$ cat config.mk
export PLATFORM = sky130hd
export DESIGN_NAME = prng_stream_flat
export DESIGN_NICKNAME = d
export VERILOG_FILES = /design/src/rtl/prng_pkg.sv /design/src/rtl/prng_stream_if.sv /design/src/rtl/prng_step.sv /design/src/rtl/prng_stream.sv /design/src/flat_wrapper.sv
export SDC_FILE = /design/constraint.sdc
export NUM_CORES = 1
export LEC_CHECK = 0
export BUFFER_PORTS_ARGS = -buffer_cell sky130_fd_sc_hd__buf_4
export CORE_ASPECT_RATIO = 0.6
export CORE_MARGIN = 4
export CORE_UTILIZATION = 35
export DETAILED_ROUTE_END_ITERATION = 10
export PLACE_DENSITY = 0.64
export SETUP_SLACK_MARGIN = 0.15
export SYNTH_ARGS = -nofsm -noshare
export SYNTH_HDL_FRONTEND = slang
export SYNTH_SLANG_ARGS = --single-unit
$ cat constraint.sdc
create_clock -name CLK -period 5.5 [get_ports CLK]
set_input_delay 1.1 -clock CLK [delete_from_list [all_inputs] [get_ports CLK]]
set_output_delay 1.1 -clock CLK [all_outputs]
set_load 0.02 [all_outputs]
$ cat src/rtl/prng_pkg.sv
// Shared constants and FSM encoding for the PRNG word stream.
package prng_pkg;

    localparam int DefLength = 48;
    localparam int DefWidth  = 8;
    localparam int MinLength = 2;
    localparam int MaxLength = 64;

    // Stored at the widest legal length; instances truncate to their own Length.
    localparam logic [MaxLength-1:0] DefTaps = 64'h0000_8000_0000_005C;
    localparam logic [MaxLength-1:0] DefSeed = 64'h0000_A1EA_1AC7_AE57;

    typedef enum logic {
        FILL = 1'b0,
        RUN  = 1'b1
    } state_t;

endpackage

$ cat src/rtl/prng_stream_if.sv
// Valid/ready word stream plus seed-load controls for prng_stream.
interface prng_stream_if #(
    parameter int Length = 48,
    parameter int Width  = 8
);

    logic              LOAD;
    logic [Length-1:0] SEED_IN;
    logic              READY;
    logic              VALID;
    logic [Width-1:0]  DATA;
    logic              LOCKUP;

    modport master (
        input  LOAD,
        input  SEED_IN,
        input  READY,
        output VALID,
        output DATA,
        output LOCKUP
    );

    modport slave (
        output LOAD,
        output SEED_IN,
        output READY,
        input  VALID,
        input  DATA,
        input  LOCKUP
    );

endinterface

$ cat src/rtl/prng_step.sv
// Combinational Width-step unroll of the Fibonacci shift register.
module prng_step
    import prng_pkg::*;
#(
    parameter int                Length = DefLength,
    parameter int                Width  = DefWidth,
    parameter logic [Length-1:0] Taps   = Length'(DefTaps)
) (
    input  logic [Length-1:0] cur,
    output logic [Length-1:0] nxt,
    output logic [Width-1:0]  word
);

    logic [Length-1:0] s;

    always_comb begin
        s = cur;
        for (int i = 0; i < Width; i++) begin
            s = {s[Length-2:0], ^(s & Taps)};
        end
        nxt = s;
    end

    // The top Width bits are exactly the serial bits the next Width steps shift out.
    assign word = cur[Length-1 -: Width];

endmodule

$ cat src/rtl/prng_stream.sv
// Word-parallel LFSR stream with valid/ready output and synchronous seed load.
// Optional all-zero state recovery is enabled by defining PRNG_STREAM_LOCKUP_EN.
module prng_stream
    import prng_pkg::*;
#(
    parameter int                Length = DefLength,
    parameter int                Width  = DefWidth,
    parameter logic [Length-1:0] Taps   = Length'(DefTaps),
    parameter logic [Length-1:0] Seed   = Length'(DefSeed)
) (
    input logic           CLK,
    input logic           RST_N,
    prng_stream_if.master bus
);

    state_t            state;
    state_t            state_nxt;
    logic [Length-1:0] bits;
    logic [Length-1:0] bits_step;
    logic [Width-1:0]  word;
    logic [Width-1:0]  data_r;
    logic              advance;
    logic              take_word;
    logic              reload_seed;

    prng_step #(
        .Length (Length),
        .Width  (Width),
        .Taps   (Taps)
    ) u_step (
        .cur  (bits),
        .nxt  (bits_step),
        .word (word)
    );

    always_ff @(posedge CLK or negedge RST_N) begin
        if (!RST_N) begin
            state <= FILL;
        end else begin
            state <= state_nxt;
        end
    end

    always_comb begin
        state_nxt = state;
        if (bus.LOAD || reload_seed) begin
            state_nxt = FILL;
        end else if (take_word) begin
            state_nxt = RUN;
        end
    end

    // FILL always produces; RUN produces only when the held word is accepted.
    always_comb begin
        advance = (state == FILL) || bus.READY;
`ifdef PRNG_STREAM_LOCKUP_EN
        reload_seed = !bus.LOAD && advance && (bits == '0);
`else
        reload_seed = 1'b0;
`endif
        take_word = !bus.LOAD && advance && !reload_seed;
    end

    always_ff @(posedge CLK or negedge RST_N) begin
        if (!RST_N) begin
            bits   <= Seed;
            data_r <= '0;
        end else if (bus.LOAD) begin
            bits <= bus.SEED_IN;
        end else if (reload_seed) begin
            bits <= Seed;
        end else if (take_word) begin
            bits   <= bits_step;
            data_r <= word;
        end
    end

    assign bus.VALID = (state == RUN);
    assign bus.DATA  = data_r;

`ifdef PRNG_STREAM_LOCKUP_EN
    logic lockup_r;

    always_ff @(posedge CLK or negedge RST_N) begin
        if (!RST_N) begin
            lockup_r <= 1'b0;
        end else begin
            lockup_r <= reload_seed;
        end
    end

    assign bus.LOCKUP = lockup_r;
`else
    assign bus.LOCKUP = 1'b0;
`endif

endmodule

$ cat src/flat_wrapper.sv
// flat-port wrapper written by rule: the top's interface ports become plain ports
module prng_stream_flat import prng_pkg::*;
#(
    parameter int                Length = DefLength,
    parameter int                Width  = DefWidth,
    parameter logic [Length-1:0] Taps   = Length'(DefTaps),
    parameter logic [Length-1:0] Seed   = Length'(DefSeed)
)
  (CLK, RST_N, bus_LOAD, bus_SEED_IN, bus_READY, bus_VALID, bus_DATA, bus_LOCKUP);
  prng_stream_if #(.Length(Length), .Width(Width)) bus_i ();
  input logic CLK;
  input logic RST_N;
  input wire logic [$bits(bus_i.LOAD)-1:0] bus_LOAD;
  input wire logic [$bits(bus_i.SEED_IN)-1:0] bus_SEED_IN;
  input wire logic [$bits(bus_i.READY)-1:0] bus_READY;
  output wire logic [$bits(bus_i.VALID)-1:0] bus_VALID;
  output wire logic [$bits(bus_i.DATA)-1:0] bus_DATA;
  output wire logic [$bits(bus_i.LOCKUP)-1:0] bus_LOCKUP;
  assign bus_i.LOAD = bus_LOAD;
  assign bus_i.SEED_IN = bus_SEED_IN;
  assign bus_i.READY = bus_READY;
  assign bus_VALID = bus_i.VALID;
  assign bus_DATA = bus_i.DATA;
  assign bus_LOCKUP = bus_i.LOCKUP;
  prng_stream #(.Length(Length), .Width(Width), .Taps(Taps), .Seed(Seed)) u_core (.CLK(CLK), .RST_N(RST_N), .bus(bus_i));
endmodule
==> results.txt <==
The die extent in x came out at 124.5 um. On the critical path, the stage with the largest delay is an instance of sky130_fd_sc_hd__nor2_1. The number of inserted diodes came out at 0.

The critical path in this run is classified as in -> reg. After clock tree synthesis, the clock-pin slew on the worst setup and hold paths is 0.05 ns. For this run, the number of standard cells in the final layout without fillers is about 430.

The layout net count is 364. The slew at the pin closest to its max-slew limit came out at 0.7588 ns. Across the routed clock network, the largest skew measured is 0.007667 ns. The routed length per instance came out at 16.03 um. The synthesized cell area is 2848 um2. Clock tree synthesis selected as its root buffer the cell sky130_fd_sc_hd__clkbuf_16. Yosys instantiated no cell more often than sky130_fd_sc_hd__nand2_1. The signal on the critical path passes through buf_4 > nor2_1 > mux2_2. The run finished with clean final reports. The initial core utilization is 36.13%. The hold violation total from the final report is 0. The H-tree was split into 3 levels.

The number of stages on the worst setup path is 3. The count of max-cap constraint violations came out at 0. Setup repair after global routing left no endpoint under its margin. Dividing total power by cell area gives a power density of 534.9 nW/um2.

The startpoint of the worst setup timing path is bus_LOAD. The maximum number of pins on one net before global-route repair came out at 88. The worst setup path is launched from an input pin. In this run the worst setup path terminates at u_core.bus.DATA[7]$_DFFE_PN0P_. The largest stage delay on the critical path came out at 0.69 ns. After synthesis, the netlist uses 30 different library cells. The global-route wire length before repair came out at 11,100 um. Hold is met by ~0.5 ns. Setup total negative slack on the finished layout was measured at 0 ns. After synthesis, the share of flip-flops with an asynchronous set or reset is 100.0%.

Of the cells placed in the final design, the portion with a size suffix greater than 1 is 37.22%. The growth of design area from synthesis to finish is 30.36%. The slack of the worst reg-to-reg path is 3.50 ns.

The number of design rule violations left after detail routing came out at 0. The total placed cells including tap cells came out at 409. The number of warnings reported in the yosys synthesis log is 0. The total number of clock tree sinks came out at 57. Counting both buffers and inverters, the worst setup path holds a total of 1. The placed instance area came out at 3378 um2.

The detailed router finished its first iteration with between 150 and 200 violations. The total of buffers placed on input and output ports is 60. The area share of xor/xnor cells in the synthesized design came out at 10.72%. The later pin in the worst-skew pair is clocked with a latency of about 0.32 ns. The combinational family with the most area after synthesis is multiplexers. The number of iterations in the first detailed-routing pass is 4. The global placement routability congestion came out at 0.8076. The via-per-instance ratio is 4.720. The remaining global-route overflow is 0.

The leakage component of the power came out at 1.700 nW. The post-synthesis area per instance is 11.12 um2. The gate family responsible for the most delay along the worst path is simple AND/OR/NAND/NOR gates. The number of pins with negative max-slew slack in the final report is 0. The max-slew headroom at the worst pin is 49.23%. The number of setup buffers added after CTS is 0. The total CTS buffers is 9.

The arrival time of data at the critical path endpoint came out at 2.55 ns. Measured in cells, the most critical reg-to-reg path has a length of 4. The endpoint identified for the worst register-to-register timing path is u_core.bus.DATA[7]$_DFFE_PN0P_. STA classifies the critical path endpoint as a register. The share of the synthesized area in compound gates (AO/OA/AOI/OAI) came out at 10.33%. The net count after synthesis is 308. The floorplan step defined a die boundary enclosing 9691 um2. The count of flip-flops with a built-in enable after synthesis is 0.

The maximum frequency from static timing analysis is about 430 MHz. The multiplexer share of the synthesized area came out at roughly 18%. The most used flip-flop cell after synthesis is sky130_fd_sc_hd__dfrtp_1. In this run the critical register-to-register path is launched from u_core.bus.VALID$_DFFE_PN0P_. The final layout contains routed wiring with a total length of approximately 6800 um. The number of register bits inferred by synthesis came out at 57. The total global-route track usage is between 10% and 20%. The half-perimeter wire length of the detailed placement result came out at 4937 um. The post-layout worst setup margin is 3.151 ns.

The worst-case setup slack after placement came out at 2.811 ns. Synthesis produced 256 cells. The adder-cell area share of the yosys netlist came out at 0%. The period utilization is ~43%. The final setup violation count is 0.

sky130_fd_sc_hd__dfrtp_1 takes more of the synthesized area than any other cell. The hold buffer count at CTS came out at 0. The maximum vdd ir drop came out at between 0.0002 and 0.0003 V. The number of nets with antenna violations after routing came out at 0.

The die span in y came out at 77.87 um. Ranked by instance count, the synthesized netlist is headed by 45 x sky130_fd_sc_hd__nand2_1, 41 x sky130_fd_sc_hd__mux2i_1, 35 x sky130_fd_sc_hd__o21ai_0. The minimum clock period after layout is around 2.3 ns. Sorting the synthesized cells by area gives the leading types as sky130_fd_sc_hd__dfrtp_1 27%, sky130_fd_sc_hd__dfstp_2 24%, sky130_fd_sc_hd__mux2i_1 14%, sky130_fd_sc_hd__o21ai_0 6.2%, sky130_fd_sc_hd__nand2_1 5.9%.

The number of global-route vias before repair is 2,090. The maximum fanout count along the critical path came out at 87. The total number of placement rows is 25. For this design the top-level I/O count stands at 62. No sink is reached through more buffers than the 2 on the longest clock path. Summing the areas of all and, or, nand and nor instances in the mapped netlist gives 6.810% of the synthesized area. TritonCTS built the clock tree. The required time at the worst-slack endpoint came out at 5.70 ns.

The share of the Yosys chip area taken by registers is 51.23%. The area of the core is 7883 um2. The count of vias placed by the detailed router is 2,006. The post-route cell area is 3712 um2. The number of antenna violations at the first check in global routing came to 0. The class of the worst hold path is reg -> reg. The area share of the largest cell type after synthesis came out at 27.24%. Gates resized during post-CTS repair numbered 0.
-- metal layers --
metal  global-route usage [%]  vias to the layer above  wire (um)
met5                        0                        -          0
met4                    4.923                        0         78
met3                    5.158                        9        399
met2                    20.37                       60       2771
met1                    21.91                      950       3565
li1                         -                      987          -
-- placed cells by master (no fill, tap or decap), types with 2 or more instances in the layout --
cell type / instances
sky130_fd_sc_hd__o21ai_1: 7
sky130_fd_sc_hd__xnor3_2: 2
sky130_fd_sc_hd__dfrtp_1: 31
sky130_fd_sc_hd__clkbuf_1: 2
sky130_fd_sc_hd__xor2_1: 4
sky130_fd_sc_hd__buf_4: 62
sky130_fd_sc_hd__nand2_1: 45
sky130_fd_sc_hd__o211ai_1: 2
sky130_fd_sc_hd__o21ai_0: 35
sky130_fd_sc_hd__o21a_1: 3
sky130_fd_sc_hd__xnor2_1: 16
sky130_fd_sc_hd__dfstp_2: 26
sky130_fd_sc_hd__inv_1: 2
sky130_fd_sc_hd__a21oi_1: 3
sky130_fd_sc_hd__clkbuf_8: 3
sky130_fd_sc_hd__clkbuf_16: 9
sky130_fd_sc_hd__bufinv_16: 2
sky130_fd_sc_hd__mux2_2: 9
sky130_fd_sc_hd__mux2i_1: 41
sky130_fd_sc_hd__nor2_1: 2
-- where the power goes --
part | leakage [nW] | internal (W) | switching [W]
clock | 0.163 | 0.000433 | 0.000182
combinational | 0.890 | 0.000413 | 0.000331
sequential | 0.647 | 0.000539 | 0.0000877
total | 1.70 | 0.00139 | 0.000600
-- layout make-up --
class | instances | area (um2)
Clock buffer | 14 | 274.0
Clock inverter | 2 | 60.06
Fill cell | 761 | 4170
Inverter | 2 | 7.507
Multi-Input combinational cell | 180 | 1311
Sequential cell | 57 | 1459
Tap cell | 108 | 135.1
Timing Repair Buffer | 62 | 465.4
-- stage by stage --
step                total power [W]  utilization (%)
floorplan                  0.001217                -
global placement           0.001370            42.86
detailed placement         0.001383            42.86
CTS                        0.002007            47.10
global route               0.002097            47.10
finish                     0.001986            47.10
-- logic make-up after synthesis --
kind of cell	count (synthesis)
DFF	57
AOI/OAI and AO/OA	53
muxes	50
and+or+nand+nor	50
xor gates and xnor gates	26
buffers and inverters	19
other	1
-- state kept, by name, indices dropped and copies added (netlist names) --
signal            count
u_core.bits          48
u_core.bus.DATA       8
u_core.bus.VALID      1
-- worst min-delay path by stage --
stage | cells past startpoint | end | from
2_1_floorplan | 2 | u_core.bits[21]$_DFFE_PN0P_ | u_core.bits[21]$_DFFE_PN0P_
3_3_place_gp | 1 | u_core.bus.DATA[0]$_DFFE_PN0P_ | u_core.bus.DATA[0]$_DFFE_PN0P_
3_5_place_dp | 1 | u_core.bus.DATA[3]$_DFFE_PN0P_ | u_core.bus.DATA[3]$_DFFE_PN0P_
4_1_cts | 1 | u_core.bus.DATA[3]$_DFFE_PN0P_ | u_core.bus.DATA[3]$_DFFE_PN0P_
5_1_grt | 1 | u_core.bus.DATA[0]$_DFFE_PN0P_ | u_core.bus.DATA[0]$_DFFE_PN0P_
6_report | 1 | u_core.bus.DATA[3]$_DFFE_PN0P_ | u_core.bus.DATA[3]$_DFFE_PN0P_
(Power assumes the default switching activity.)
